==> src/rtl/jtag_tap_ir_ctrl_if.sv <==
// rtl/jtag_tap_ir_ctrl_if.sv - JTAG serial pin bundle (tms/tdi in, tdo/tdo_en out)
interface jtag_tap_ir_ctrl_if;
    logic tms;
    logic tdi;
    logic tdo;
    logic tdo_en;

    // master drives the pins (probe side), slave is the TAP
    modport master (output tms, output tdi, input tdo, input tdo_en);
    modport slave  (input tms, input tdi, output tdo, output tdo_en);
endinterface

==> src/rtl/jtag_tap_ir_ctrl.sv <==
// rtl/jtag_tap_ir_ctrl.sv - 1149.1 TAP FSM, IR, BYPASS and TDO mux; IDCODE register under JTAG_IDCODE_EN
module jtag_tap_ir_ctrl #(
    parameter int              IR_W       = 4,
    parameter logic [IR_W-1:0] BYPASS_OPC = {IR_W{1'b1}},
    parameter logic [IR_W-1:0] IDCODE_OPC = 1,
    parameter logic [31:0]     IDCODE_VAL = 32'h1000_0001
) (
    input  logic                 tck,
    input  logic                 trst,
    jtag_tap_ir_ctrl_if.slave    jtag,
    input  logic                 dr_tdo,
    output logic [IR_W-1:0]      ir_out,
    output logic                 ext_dr_sel,
    output logic                 capture_dr,
    output logic                 shift_dr,
    output logic                 update_dr,
    output logic                 tlr,
    output logic                 rti
);

    localparam logic [3:0] S_TLR    = 4'h0;
    localparam logic [3:0] S_RTI    = 4'h1;
    localparam logic [3:0] S_SELDR  = 4'h2;
    localparam logic [3:0] S_CAPDR  = 4'h3;
    localparam logic [3:0] S_SHDR   = 4'h4;
    localparam logic [3:0] S_EX1DR  = 4'h5;
    localparam logic [3:0] S_PAUDR  = 4'h6;
    localparam logic [3:0] S_EX2DR  = 4'h7;
    localparam logic [3:0] S_UPDDR  = 4'h8;
    localparam logic [3:0] S_SELIR  = 4'h9;
    localparam logic [3:0] S_CAPIR  = 4'hA;
    localparam logic [3:0] S_SHIR   = 4'hB;
    localparam logic [3:0] S_EX1IR  = 4'hC;
    localparam logic [3:0] S_PAUIR  = 4'hD;
    localparam logic [3:0] S_EX2IR  = 4'hE;
    localparam logic [3:0] S_UPDIR  = 4'hF;

`ifdef JTAG_IDCODE_EN
    localparam logic [IR_W-1:0] IR_RST = IDCODE_OPC;
`else
    localparam logic [IR_W-1:0] IR_RST = BYPASS_OPC;
`endif

    // Elaboration-time parameter sanity
    if (IR_W < 2) begin : g_bad_irw
        $error("IR_W must be at least 2");
    end
    if (IDCODE_VAL[0] != 1'b1) begin : g_bad_idcode
        $error("IDCODE_VAL bit 0 must be 1");
    end
    if (IDCODE_OPC == BYPASS_OPC) begin : g_bad_opc
        $error("IDCODE_OPC must differ from BYPASS_OPC");
    end

    logic [3:0]      state;
    logic [3:0]      nxt;
    logic [IR_W-1:0] ir_sr;
    logic            bypass;
    logic            dr_serial;

    // Standard 1149.1 TMS-driven next-state function
    always_comb begin
        nxt = state;
        case (state)
            S_TLR:   nxt = jtag.tms ? S_TLR   : S_RTI;
            S_RTI:   nxt = jtag.tms ? S_SELDR : S_RTI;
            S_SELDR: nxt = jtag.tms ? S_SELIR : S_CAPDR;
            S_CAPDR: nxt = jtag.tms ? S_EX1DR : S_SHDR;
            S_SHDR:  nxt = jtag.tms ? S_EX1DR : S_SHDR;
            S_EX1DR: nxt = jtag.tms ? S_UPDDR : S_PAUDR;
            S_PAUDR: nxt = jtag.tms ? S_EX2DR : S_PAUDR;
            S_EX2DR: nxt = jtag.tms ? S_UPDDR : S_SHDR;
            S_UPDDR: nxt = jtag.tms ? S_SELDR : S_RTI;
            S_SELIR: nxt = jtag.tms ? S_TLR   : S_CAPIR;
            S_CAPIR: nxt = jtag.tms ? S_EX1IR : S_SHIR;
            S_SHIR:  nxt = jtag.tms ? S_EX1IR : S_SHIR;
            S_EX1IR: nxt = jtag.tms ? S_UPDIR : S_PAUIR;
            S_PAUIR: nxt = jtag.tms ? S_EX2IR : S_PAUIR;
            S_EX2IR: nxt = jtag.tms ? S_UPDIR : S_SHIR;
            S_UPDIR: nxt = jtag.tms ? S_SELDR : S_RTI;
            default: nxt = S_TLR;
        endcase
    end

    // State register
    always_ff @(posedge tck or posedge trst) begin
        if (trst) state <= S_TLR;
        else      state <= nxt;
    end

    // Decodes registered from the next state so they are glitch-free for the whole state
    always_ff @(posedge tck or posedge trst) begin
        if (trst) begin
            tlr        <= 1'b1;
            rti        <= 1'b0;
            capture_dr <= 1'b0;
            shift_dr   <= 1'b0;
            update_dr  <= 1'b0;
        end else begin
            tlr        <= (nxt == S_TLR);
            rti        <= (nxt == S_RTI);
            capture_dr <= (nxt == S_CAPDR) && ext_dr_sel;
            shift_dr   <= (nxt == S_SHDR)  && ext_dr_sel;
            update_dr  <= (nxt == S_UPDDR) && ext_dr_sel;
        end
    end

    // IR shift register: capture 01 pattern, shift LSB out first
    always_ff @(posedge tck or posedge trst) begin
        if (trst)                  ir_sr <= '0;
        else if (state == S_CAPIR) ir_sr <= {{(IR_W-2){1'b0}}, 2'b01};
        else if (state == S_SHIR)  ir_sr <= {jtag.tdi, ir_sr[IR_W-1:1]};
    end

    // Active instruction: committed on the falling edge in Update-IR, reloaded in TLR
    always_ff @(negedge tck or posedge trst) begin
        if (trst)                  ir_out <= IR_RST;
        else if (state == S_UPDIR) ir_out <= ir_sr;
        else if (state == S_TLR)   ir_out <= IR_RST;
    end

    // Single-bit bypass register
    always_ff @(posedge tck or posedge trst) begin
        if (trst)                  bypass <= 1'b0;
        else if (state == S_CAPDR) bypass <= 1'b0;
        else if (state == S_SHDR)  bypass <= jtag.tdi;
    end

`ifdef JTAG_IDCODE_EN
    logic [31:0] idcode_sr;

    // IDCODE register, loaded only when IDCODE is the active instruction
    always_ff @(posedge tck or posedge trst) begin
        if (trst) idcode_sr <= '0;
        else if (ir_out == IDCODE_OPC) begin
            if (state == S_CAPDR)     idcode_sr <= IDCODE_VAL;
            else if (state == S_SHDR) idcode_sr <= {jtag.tdi, idcode_sr[31:1]};
        end
    end

    assign ext_dr_sel = (ir_out != BYPASS_OPC) && (ir_out != IDCODE_OPC);
    assign dr_serial  = ext_dr_sel ? dr_tdo :
                        (ir_out == IDCODE_OPC) ? idcode_sr[0] : bypass;
`else
    assign ext_dr_sel = (ir_out != BYPASS_OPC);
    assign dr_serial  = ext_dr_sel ? dr_tdo : bypass;
`endif

    // TDO launched on the falling edge; holds its value outside shift states
    always_ff @(negedge tck or posedge trst) begin
        if (trst) begin
            jtag.tdo    <= 1'b0;
            jtag.tdo_en <= 1'b0;
        end else if (state == S_SHIR) begin
            jtag.tdo    <= ir_sr[0];
            jtag.tdo_en <= 1'b1;
        end else if (state == S_SHDR) begin
            jtag.tdo    <= dr_serial;
            jtag.tdo_en <= 1'b1;
        end else begin
            jtag.tdo_en <= 1'b0;
        end
    end

endmodule

==> src/flat_wrapper.sv <==
// flat-port wrapper written by rule: the top's interface ports become plain ports
module jtag_tap_ir_ctrl_flat 
#(
    parameter int              IR_W       = 4,
    parameter logic [IR_W-1:0] BYPASS_OPC = {IR_W{1'b1}},
    parameter logic [IR_W-1:0] IDCODE_OPC = 1,
    parameter logic [31:0]     IDCODE_VAL = 32'h1000_0001
)
  (tck, trst, dr_tdo, ir_out, ext_dr_sel, capture_dr, shift_dr, update_dr, tlr, rti, jtag_tms, jtag_tdi, jtag_tdo, jtag_tdo_en);
  jtag_tap_ir_ctrl_if jtag_i ();
  input  logic tck;
  input  logic trst;
  input  logic dr_tdo;
  output logic [IR_W-1:0] ir_out;
  output logic ext_dr_sel;
  output logic capture_dr;
  output logic shift_dr;
  output logic update_dr;
  output logic tlr;
  output logic rti;
  input wire logic [$bits(jtag_i.tms)-1:0] jtag_tms;
  input wire logic [$bits(jtag_i.tdi)-1:0] jtag_tdi;
  output wire logic [$bits(jtag_i.tdo)-1:0] jtag_tdo;
  output wire logic [$bits(jtag_i.tdo_en)-1:0] jtag_tdo_en;
  assign jtag_i.tms = jtag_tms;
  assign jtag_i.tdi = jtag_tdi;
  assign jtag_tdo = jtag_i.tdo;
  assign jtag_tdo_en = jtag_i.tdo_en;
  jtag_tap_ir_ctrl #(.IR_W(IR_W), .BYPASS_OPC(BYPASS_OPC), .IDCODE_OPC(IDCODE_OPC), .IDCODE_VAL(IDCODE_VAL)) u_core (.tck(tck), .trst(trst), .jtag(jtag_i), .dr_tdo(dr_tdo), .ir_out(ir_out), .ext_dr_sel(ext_dr_sel), .capture_dr(capture_dr), .shift_dr(shift_dr), .update_dr(update_dr), .tlr(tlr), .rti(rti));
endmodule
==> config.mk <==
export PLATFORM = sky130hd
export DESIGN_NAME = jtag_tap_ir_ctrl_flat
export DESIGN_NICKNAME = d
export VERILOG_FILES = /design/src/rtl/jtag_tap_ir_ctrl_if.sv /design/src/rtl/jtag_tap_ir_ctrl.sv /design/src/flat_wrapper.sv
export SDC_FILE = /design/constraint.sdc
export NUM_CORES = 1
export LEC_CHECK = 0
export CAP_MARGIN = 10
export CORE_MARGIN = 2
export CORE_UTILIZATION = 55
export CTS_BUF_LIST = sky130_fd_sc_hd__clkbuf_4
export DETAILED_ROUTE_END_ITERATION = 7
export DONT_BUFFER_PORTS = 1
export GPL_TIMING_DRIVEN = 1
export PLACE_DENSITY = 0.67
export SYNTH_ARGS = -nofsm -noshare
export SYNTH_HDL_FRONTEND = slang
export SYNTH_SLANG_ARGS = --single-unit
==> constraint.sdc <==
create_clock -name tck -period 1.7 [get_ports tck]
set_clock_uncertainty 0.05 [all_clocks]
set_input_delay 0.34 -clock tck [delete_from_list [all_inputs] [get_ports tck]]
set_output_delay 0.34 -clock tck [all_outputs]
set_load 0.01 [all_outputs]
# Word-level counts from Yosys, hierarchy flattened

Cells that the tools add are included.

Register bits: 20
Output and inout bits: 12

Equal/unequal tests: 20
Mux-type cells: 24
Reduce and logical (&&, ||, !) cells: 12

Operators by type and width:

| cell                 | count |
|---|---|
| $pmux W4 S12         | 1 |
| $eq A4 B4 Y1 const B | 9 |
| $mux W4              | 8 |
| $eq A4 B3 Y1 const B | 5 |
| $eq A4 B2 Y1 const B | 3 |
| $mux W1              | 10 |
| $eq A4 B1 Y1 const B | 2 |
| $logic_not A4 Y1     | 2 |
| $reduce_bool A2 Y1   | 4 |
| $mux W2              | 3 |
| $mux W3              | 2 |
| $ne A4 B4 Y1 const B | 1 |
| $reduce_or A2 Y1     | 2 |
| $logic_and A1 B1 Y1  | 3 |
| $reduce_or A3 Y1     | 1 |

# Logic depth before layout (Yosys ltp)

Gate-level depths: netlist of the first run.

Word-level depth: 5
Mapped depth: 6
Depth with buffers taken out: 4

==> results of run 1 <==
## cell type report
| class | count | area, um2 | share of cell area [%] |
|---|---|---|---|
| Clock buffer | 3 | 22.5 | 1.59 |
| Inverter | 3 | 15.0 | 1.06 |
| Multi-Input combinational cell | 79 | 523 | 37.0 |
| Tap cell | 25 | 31.3 | 2.21 |
| Timing Repair Buffer | 38 | 295 | 20.9 |
| Clock inverter | 5 | 21.3 | 1.50 |
| Sequential cell | 20 | 507 | 35.8 |
## synthesized netlist by cell type, types with 2 or more instances
| master | instances | area [um2] |
|---|---|---|
| nand2_1 | 15 | 56.3 |
| dfrtp_1 | 13 | 325 |
| o21ai_0 | 11 | 55.1 |
| nor2_1 | 10 | 37.5 |
| dfstp_2 | 5 | 131 |
| a21oi_1 | 4 | 20.0 |
| a22oi_1 | 4 | 30.0 |
| buf_2 | 4 | 20.0 |
| inv_1 | 4 | 15.0 |
| buf_6 | 3 | 33.8 |
| nand3_1 | 3 | 15.0 |
| nor2b_1 | 3 | 18.8 |
| nor3_1 | 3 | 15.0 |
| and3_1 | 2 | 12.5 |
| dfrtn_1 | 2 | 50.1 |
## report_power, final
part	switching [W]	internal, W	leakage [nW]	total, W
registers	0.000218	0.000650	0.250	0.000868
logic	0.000707	0.000771	0.379	0.00148
clock network	0.000174	0.000104	0.0396	0.000277
## layer usage
layer	vias up	track usage [%]
li1	470	-
met1	447	34.7
met2	24	41.1
met3	5	3.40
met4	0	9.73
met5	-	0
## worst max-delay path: stages (launching register included)
cell,delay (ps)
dfstp_2,520
nand4_1,160
buf_4,190
## flip-flops by register name, indices dropped and copies added, names as in the netlist
signal	cells
u_core.ir_sr	4
u_core.capture_dr	1
u_core.update_dr	1
u_core.rti	1
u_core.ir_out	4
u_core.tlr	1
u_core.jtag.tdo	1
u_core.jtag.tdo_en	1
u_core.shift_dr	1
u_core.bypass	1
u_core.state	4
## cell families after synthesis
kind of cell,Yosys count
AO/OA/AOI/OAI,30
XOR/XNOR,1
buffers and inverters,11
flip-flops,20
multiplexers,1
AND/OR/NAND/NOR,47
## how the worst max path moves through the flow
stage | endpoint | cells past startpoint
5_1_grt | ext_dr_sel | 2
3_3_place_gp | ext_dr_sel | 2
2_1_floorplan | u_core.capture_dr$_DFF_PP0_ | 2
4_1_cts | ext_dr_sel | 2
6_report | ext_dr_sel | 2
3_5_place_dp | u_core.ir_out[2]$_DFFE_NP1P_ | 4
## cell usage in the layout (no fill, tap or decap), drive strengths merged
| cell type | n |
|---|---|
| and3 | 2 |
| nor2 | 10 |
| or2 | 1 |
| buf | 37 |
| mux2i | 1 |
| o211ai | 1 |
| o21ai | 11 |
| nand3 | 3 |
| o211a | 1 |
| dlygate4sd3 | 1 |
| a21oi | 4 |
| dfrtp | 13 |
| a22oi | 4 |
| o21a | 1 |
| a211o | 1 |
| clkinvlp | 1 |
| nor2b | 3 |
| a211oi | 2 |
| nor3 | 4 |
| inv | 7 |
| and4b | 1 |
| a2bb2oi | 1 |
| nand2 | 15 |
| clkbuf | 3 |
| nor4bb | 1 |
| nand4 | 1 |
| nor3b | 2 |
| xor2 | 1 |
| and2b | 1 |
| nor4 | 1 |
| dfstp | 5 |
| and2 | 1 |
| o2bb2ai | 1 |
| o311ai | 1 |
| a22o | 1 |
| or3b | 1 |
| dfrtn | 2 |
| o32ai | 1 |
## through the flow
step                cells  instance area [um2]  util [%]  setup slack [ps]
detailed placement    161                 1310      74.1              -411
global route          173                 1420      80.2              -814
CTS                   171                 1390      78.9              -772
finish                173                 1420      80.2              -775
floorplan             110                 1100         -              -381
global placement      161                 1310      74.1              -384
## what timing repair did
action                                 in CTS  in global routing
endpoints found under the hold margin       3                  0
resized for setup                           4                  4
hold buffers                                1                  0
setup endpoints to repair                  19                 25
buffers inserted                            2                  2
pin swaps                                   2                  1
==> metrics.cfg, run 1 <==
[status]
outcome=finished, violations left
violations=setup timing

[setup_path]
critical_path_class=flop to primary output
critPathArrivalTime_ps=2080
start_kind=flop
r2r_start=u_core.ir_out[2]$_DFFE_NP1P_
rrSetupSlack_ps=-400
crit_path_max_fanout=2
required_ps=1310
reg2reg_depth=3
cp-startpoint=u_core.ir_out[2]$_DFFE_NP1P_
end_kind=primary output
r2r_end=u_core.capture_dr$_DFF_PP0_

[run]
cap_viol_max_count=0

[floorplanning]
rows=15
die_w_um=47.7
design.core.area_um2=1760
start_util_pct=59.5
die_area_um2=2270
die_h_um=47.7
io_pins=17

[global_routing]
grt_pass1_wl_mm=3.93
grt.total_usage_pct=25.5
grt_max_degree=13
antenna_found_initial=0
first_global_vias=850
overflow=0

[cts]
clock_path_buffers=2
tritoncts=done
insertion_delay_ps=360
cts_inserted_buffers=3
path_clk_slew_ps=120
cts_sinks=20
clockRootBuffer=clkbuf_4
cts.htree.levels=1

[power_and_ir_drop]
p_total_w=0.00262
power_density_nw_per_um2=1850
p_leak_nw=0.669
peakVddDrop_mv=1.26

[route]
drt_iter0_markers=10
viasPerCell=5.47
drt_first_pass_iters=4
m1WireLength_mm=1.13
finalWirelength_mm=2.44
wl_met3_um=104
met2_length_mm=1.16
vias=946
postRouteAntennaNets=0
dr.max_layer_used=met4
wl_per_cell_um=14.1
drc=0

[final_layout]
num-fill-cells=128
nets=154
area_growth_pct=34.8
antenna_cells=0
drive_gt1_share_pct=39.9

[sta]
slew_headroom_pct=68.5
tns_ps=-7280
hold_ws_ps=109
hold_viol=0
finalMaxSlewViolations=0
worst_slack_ps=-775
worst_pin_slew_ps=471
setup_viol=21
rsz0062_at_grt=true

[synth]
synth_xor_xnor_area_share_pct=0.834
yosysSeqAreaShare_pct=48.3
synth_compound_area_share_pct=19.3
synth_top_family_by_area=simple AND/OR/NAND/NOR gates
synth_simple_gate_area_share_pct=24.1
ys_seq_elements=20
synthArstFlopShare_pct=100
synthAdderAreaFrac_pct=0
synth_cell_types=39
syn-cell-area_um2=1050
yosys-mux-area-fraction_pct=0.954
synth_nets=115
yosys_warnings=0
synth_edf_count=0
syn_area_per_cell_um2=9.54
yosys_most_used_dff=dfrtp_1
synthCells=110

[worst_hold_path]
hp-start=jtag_tdi
hold_path.class=input port to flop
min_to=u_core.ir_sr[3]$_DFFE_PP0N_
min_path_cells=2

[placed_design]
place_hpwl_mm=1.88
gp_congestion=0.799
portBuffers=0

(Power assumes the default switching activity.)
==> run 2, diff against run 1 <==
--- a/config.mk
+++ b/config.mk
@@ -6,12 +6,12 @@
 export NUM_CORES = 1
 export LEC_CHECK = 0
 export CAP_MARGIN = 10
-export CORE_MARGIN = 2
 export CORE_UTILIZATION = 55
 export CTS_BUF_LIST = sky130_fd_sc_hd__clkbuf_4
 export DETAILED_ROUTE_END_ITERATION = 7
 export DONT_BUFFER_PORTS = 1
 export GPL_TIMING_DRIVEN = 1
+export MAX_ROUTING_LAYER = met4
 export PLACE_DENSITY = 0.67
 export SYNTH_ARGS = -nofsm -noshare
 export SYNTH_HDL_FRONTEND = slang
==> run 2 against run 1 <==
  * The run still ends with setup timing left
  * Worst setup slack better by 15 ps
  * Die area is 8.2% lower
  * Highest routed layer unchanged
  * Flip-flop and latch count stayed put
  * Sequential power is 3.6% lower
  * Cell count is 2.3% lower
  * Sequential share of layout area is 0.51 points higher
  * Cell area is 1.1% lower
  * First-iteration DRC count is 20% higher
  * Clock power is 4% lower
  * Combinational power hardly changed
  * Worst hold slack better by 7.6 ps
==> metrics.cfg, run 2 (synthesis gave the netlist of run 1 again) <==
[status]
outcome=finished, violations left  ; unchanged
violations=setup timing  ; unchanged

[cts]
path_clk_slew_ps=110  ; was 120 ps
insertion_delay_ps=360  ; about the same
cts.htree.levels=1  ; unchanged
cts_sinks=20  ; unchanged
clockRootBuffer=clkbuf_4  ; unchanged
clock_path_buffers=2  ; unchanged
cts_inserted_buffers=3  ; unchanged
tritoncts=done  ; unchanged

[final_layout]
area_growth_pct=33.3  ; was 34.8%
instances_no_fill=169  ; was 173
final_cell_mix=buf_4 (29), nand2_1 (14), dfrtp_1 (12)  ; was buf_4 (35), nand2_1 (14), dfrtp_1 (13)
drive_gt1_share_pct=38.2  ; was 39.9%
nets=150  ; was 154
antenna_cells=0  ; unchanged
final_common_cell=buf_4  ; unchanged
largest_registers=u_core.ir_out: 4 flops, u_core.ir_sr: 4 flops, u_core.state: 4 flops  ; unchanged

[route]
drt_iter0_markers=12  ; was 10
drc=0  ; unchanged
wl_per_cell_um=13.8  ; was 14.1 um
finalWirelength_mm=2.33  ; was 2.44 mm
drt_first_pass_iters=4  ; unchanged
postRouteAntennaNets=0  ; unchanged
viasPerCell=5.48  ; was 5.47
vias=926  ; was 946

[sta]
slew_headroom_pct=73.3  ; was 68.5%
tns_ps=-7110  ; was -7280 ps
setup_viol=19  ; was 21
finalMaxSlewViolations=0  ; unchanged
rsz0062_at_grt=true  ; unchanged
hold_viol=0  ; unchanged
worst_slack_ps=-759  ; was -775 ps
worst_pin_slew_ps=399  ; was 471 ps

[setup_path]
cpMaxStageDelayCell=dfstp_2  ; unchanged
r2r_start=u_core.ir_out[2]$_DFFE_NP1P_  ; unchanged
r2r_end=u_core.capture_dr$_DFF_PP0_  ; unchanged
start_kind=flop  ; unchanged
required_ps=1310  ; about the same
crit_path_max_incr_delay_ps=520  ; about the same
critPathArrivalTime_ps=2070  ; was 2080 ps
path_cells=nand4_1 > buf_4  ; unchanged
rrSetupSlack_ps=-390  ; was -400 ps
end_kind=primary output  ; unchanged
crit_path_max_fanout=2  ; unchanged
reg2reg_depth=3  ; unchanged
critical_path_class=flop to primary output  ; unchanged

[power_and_ir_drop]
pwr-share-comb_pct=56.8  ; was 56.3%
power_switching_w=0.00107  ; was 0.00110 W
power_density_nw_per_um2=1830  ; was 1850 nW/um2
clock_power_share_pct=10.5  ; was 10.6%
p_sw_share_pct=41.7  ; was 41.9%
peakVddDrop_mv=1.22  ; was 1.26 mV
p_int_w=0.00149  ; was 0.00152 W
p_leak_nw=0.647  ; was 0.669 nW
seqPwrFrac_pct=32.7  ; was 33.1%

[run]
cap_viol_max_count=0  ; unchanged

[global_routing]
overflow=0  ; unchanged
first_global_vias=881  ; was 850
grt_pass1_wl_mm=3.67  ; was 3.93 mm
grt.total_usage_pct=26.3  ; was 25.5%
antenna_found_initial=0  ; unchanged
grt_max_degree=16  ; was 13

[floorplanning]
rows=15  ; unchanged
die_h_um=45.7  ; was 47.7 um
io_pins=17  ; unchanged
die_w_um=45.7  ; was 47.7 um
design.core.area_um2=1760  ; unchanged
start_util_pct=59.5  ; unchanged
die_area_um2=2090  ; was 2270 um2

[worst_hold_path]
hp-start=jtag_tdi  ; unchanged
min_path_cells=2  ; unchanged
min_to=u_core.ir_sr[3]$_DFFE_PP0N_  ; unchanged
hold_path.class=input port to flop  ; unchanged

[placed_design]
dp_slack_ps=-401  ; was -411 ps
portBuffers=0  ; unchanged
place_hpwl_mm=1.70  ; was 1.88 mm
gp_congestion=0.786  ; was 0.799
dp.cells=157  ; was 161

[run 2: cell type report]
class                   count  area, um2
flip-flops and latches     20        508
well taps                  25       31.3
inverters                   3       15.0
fillers                   125        365
multi-input cells          79        520
clock buffers               3       22.5
clock inverters             5       20.0
repair buffers             34        282
[run 2: worst max path at each step]
stage	start	endpoint	slack, ps	depth (start not counted)
after floorplan	u_core.ir_out[0]$_DFFE_NP1P_	u_core.capture_dr$_DFF_PP0_	-380	2
after global placement	u_core.ir_out[0]$_DFFE_NP1P_	ext_dr_sel	-390	2
after detailed placement	u_core.ir_out[0]$_DFFE_NP1P_	ext_dr_sel	-400	2
after CTS	u_core.ir_out[2]$_DFFE_NP1P_	ext_dr_sel	-770	2
after global routing	u_core.ir_out[2]$_DFFE_NP1P_	ext_dr_sel	-820	2
final	u_core.ir_out[2]$_DFFE_NP1P_	ext_dr_sel	-760	2
[run 2: power by group through the flow]
stage                     Sequential, W   Clock, W  Combinational [W]
after floorplan                0.000777  0.0000183           0.000939
after global placement         0.000831  0.0000183            0.00134
after detailed placement       0.000838  0.0000183            0.00136
after CTS                      0.000828   0.000277            0.00142
after global routing           0.000860   0.000290            0.00158
final                          0.000837   0.000267            0.00145
[run 2: stage by stage]
stage          util (%)  hold slack (ps)  power (W)  instance area (um2)
3_3_place_gp       73.1              147    0.00219                 1290
5_1_grt            79.3              136    0.00273                 1400
4_1_cts            78.0              107    0.00252                 1380
6_report           79.3              117    0.00256                 1400
2_1_floorplan         -              250    0.00173                 1100
3_5_place_dp       73.1              153    0.00222                 1290
[run 2: timing repair]
item | CTS | global route
hold buffers | 1 | 0
setup endpoints to repair | 18 | 21
hold endpoints to repair | 3 | 0
gates resized for setup | 4 | 4
buffers inserted | 3 | 1
pin swaps | 3 | 0
[run 2: metal layers]
metal	up-vias	track usage [%]	wire (um)
met5	-	-	0
met4	0	17.6	44
met3	4	4.37	74
met2	18	41.4	1110
met1	444	30.6	1110
li1	460	-	-
[run 2: critical path: cells and delay by family, from the launching register on]
kind / cells / cell delay, ps
buf+inv: 1 / 190
flops: 1 / 520
simple gates: 1 / 160
==> run 3, diff against run 2 <==
--- a/config.mk
+++ b/config.mk
@@ -12,7 +12,7 @@
 export DONT_BUFFER_PORTS = 1
 export GPL_TIMING_DRIVEN = 1
 export MAX_ROUTING_LAYER = met4
-export PLACE_DENSITY = 0.67
+export PLACE_DENSITY_LB_ADDON = 0.3
 export SYNTH_ARGS = -nofsm -noshare
 export SYNTH_HDL_FRONTEND = slang
 export SYNTH_SLANG_ARGS = --single-unit
==> run 3 against run 2 <==
  * The flow still finishes with violations (setup timing)
  * Total power increased by 13%
  * Register-to-register slack better by 20 ps
  * Sequential power up 5.0%
  * Combinational power up 19%
  * Clock power increased by 8.2%
  * Die area is the same
  * Global-route usage grew 2.0 points
  * Worst hold slack better by 37 ps
==> metrics.cfg, run 3 (synthesis gave the netlist of run 1 again) <==
[setup_path]
path_cells=nand4_1 > buf_4  ; unchanged
critical_path.top_delay_family=flip-flops  ; unchanged
crit_buf_inv=1  ; unchanged
rrSetupSlack_ps=-370  ; was -390 ps
reg2reg_depth=4  ; was 3
crit_path_max_incr_delay_ps=540  ; was 520 ps
required_ps=1310  ; about the same
cp-startpoint=u_core.ir_out[3]$_DFFE_NP1P_  ; was u_core.ir_out[2]$_DFFE_NP1P_
r2r_end=u_core.ir_out[2]$_DFFE_NP1P_  ; was u_core.capture_dr$_DFF_PP0_
crit_path_max_fanout=2  ; unchanged
start_kind=flop  ; unchanged
end_kind=primary output  ; unchanged
r2r_start=u_core.state[3]$_DFF_PP0_  ; was u_core.ir_out[2]$_DFFE_NP1P_
timing.critical_path.to=ext_dr_sel  ; unchanged
critPathArrivalTime_ps=2050  ; was 2070 ps
cpMaxStageDelayCell=dfstp_2  ; unchanged
critical_path_class=flop to primary output  ; unchanged
crit_cells=2  ; unchanged

[route]
finalWirelength_mm=3.07  ; was 2.33 mm
postRouteAntennaNets=0  ; unchanged
drt_iter0_markers=43  ; was 12
vias=1009  ; was 926
m1WireLength_mm=1.24  ; was 1.11 mm
met2_length_mm=1.55  ; was 1.11 mm
wl_met3_um=129  ; was 74 um
drc=0  ; unchanged
dr.max_layer_used=met4  ; unchanged
viasPerCell=5.83  ; was 5.48
wl_per_cell_um=17.7  ; was 13.8 um
drt_first_pass_iters=4  ; unchanged

[sta]
worst_pin_slew_ps=489  ; was 399 ps
rsz0062_at_grt=true  ; unchanged
setup_viol=18  ; was 19
finalMaxSlewViolations=0  ; unchanged
tns_ps=-6790  ; was -7110 ps
hold_viol=0  ; unchanged
slew_headroom_pct=67.3  ; was 73.3%
hold_ws_ps=154  ; was 117 ps
worst_slack_ps=-740  ; was -759 ps

[final_layout]
antenna_cells=0  ; unchanged
final_common_cell=buf_4  ; unchanged
area_growth_pct=41.5  ; was 33.3%
nets=154  ; was 150
final_cell_mix=buf_4 (31), nand2_1 (12), dfrtp_1 (10)  ; was buf_4 (29), nand2_1 (14), dfrtp_1 (12)
largest_registers=u_core.ir_out: 4 flops, u_core.ir_sr: 4 flops, u_core.state: 4 flops  ; unchanged
drive_gt1_share_pct=48.0  ; was 38.2%

[cts]
insertion_delay_ps=390  ; was 360 ps
cts.htree.levels=1  ; unchanged
cts_inserted_buffers=3  ; unchanged
clockRootBuffer=clkbuf_4  ; unchanged
tritoncts=done  ; unchanged
clock_path_buffers=2  ; unchanged
cts_sinks=20  ; unchanged
path_clk_slew_ps=110  ; about the same

[global_routing]
grt.total_usage_pct=28.3  ; was 26.3%
grt_max_degree=12  ; was 16
overflow=0  ; unchanged
antenna_found_initial=0  ; unchanged
grt_pass1_wl_mm=3.98  ; was 3.67 mm
first_global_vias=933  ; was 881

[run]
cap_viol_max_count=0  ; unchanged

[floorplanning]
design.core.area_um2=1760  ; unchanged
die_h_um=45.7  ; unchanged
die_w_um=45.7  ; unchanged
die_area_um2=2090  ; unchanged
io_pins=17  ; unchanged
rows=15  ; unchanged
start_util_pct=59.5  ; unchanged

[power_and_ir_drop]
power_density_nw_per_um2=1940  ; was 1830 nW/um2
p_leak_nw=0.679  ; was 0.647 nW
peakVddDrop_mv=1.43  ; was 1.22 mV

[status]
violations=setup timing  ; unchanged
outcome=finished, violations left  ; unchanged

[worst_hold_path]
hold_path.class=input port to flop  ; unchanged

[placed_design]
place_hpwl_mm=1.84  ; was 1.70 mm
portBuffers=0  ; unchanged
gp_congestion=0.840  ; was 0.786

## run 3: cell types whose count changed in the layout (fill, tap and decap cells not counted), sizes merged
| cell | previous run | this run |
|---|---|---|
| clkinvlp | 2 | 0 |
| clkinv | 0 | 1 |
| inv | 6 | 7 |
| buf | 33 | 37 |
## run 3: per-stage QoR
| step | worst slack, ps | area (um2) | utilization [%] | instances | power, W |
|---|---|---|---|---|---|
| floorplan | -381 | 1100 | - | 110 | 0.00173 |
| global placement | -321 | 1300 | 73.7 | 160 | 0.00219 |
| detailed placement | -374 | 1300 | 73.7 | 160 | 0.00224 |
| CTS | -687 | 1390 | 78.7 | 171 | 0.00257 |
| global route | -806 | 1490 | 84.2 | 173 | 0.00304 |
| finish | -740 | 1490 | 84.2 | 173 | 0.00289 |
## run 3: worst min path at each step
stage / startpoint / endpoint / slack (ps) / cells after the start
floorplan: trst / u_core.bypass$_DFFE_PP0P_ / 250 / 1
CTS: jtag_tdi / u_core.ir_sr[3]$_DFFE_PP0N_ / 130 / 2
global placement: trst / u_core.bypass$_DFFE_PP0P_ / 150 / 1
finish: jtag_tdi / u_core.ir_sr[3]$_DFFE_PP0N_ / 150 / 2
global route: jtag_tdi / u_core.ir_sr[3]$_DFFE_PP0N_ / 140 / 2
detailed placement: trst / u_core.bypass$_DFFE_PP0P_ / 150 / 1
## run 3: power by group
group | switching [W] | internal [W] | leakage (nW)
sequential | 0.000221 | 0.000658 | 0.246
clock | 0.000190 | 0.0000983 | 0.0367
combinational | 0.000858 | 0.000863 | 0.395
## run 3: final cells by class
type / count / area (um2)
multi-input combinational: 79 / 581
sequential: 20 / 510
timing repair buffer: 38 / 310
fill: 97 / 279
tap: 25 / 31.3
clock buffer: 3 / 22.5
clock inverter: 5 / 18.8
inverter: 3 / 11.3
## run 3: repair_timing
item                                   in CTS  in global routing
setup endpoints to repair                  18                 21
endpoints found under the hold margin       1                  0
buffers inserted                            4                  2
hold buffers                                1                  0
pin swaps                                   3                  4
gates resized for setup                     4                 21
## run 3: metal layers
metal  up-vias  global-route usage (%)
li1        468                       -
met1       490                    31.3
met2        37                    49.4
met3        14                    4.76
met4         0                    12.4
met5         -                       -
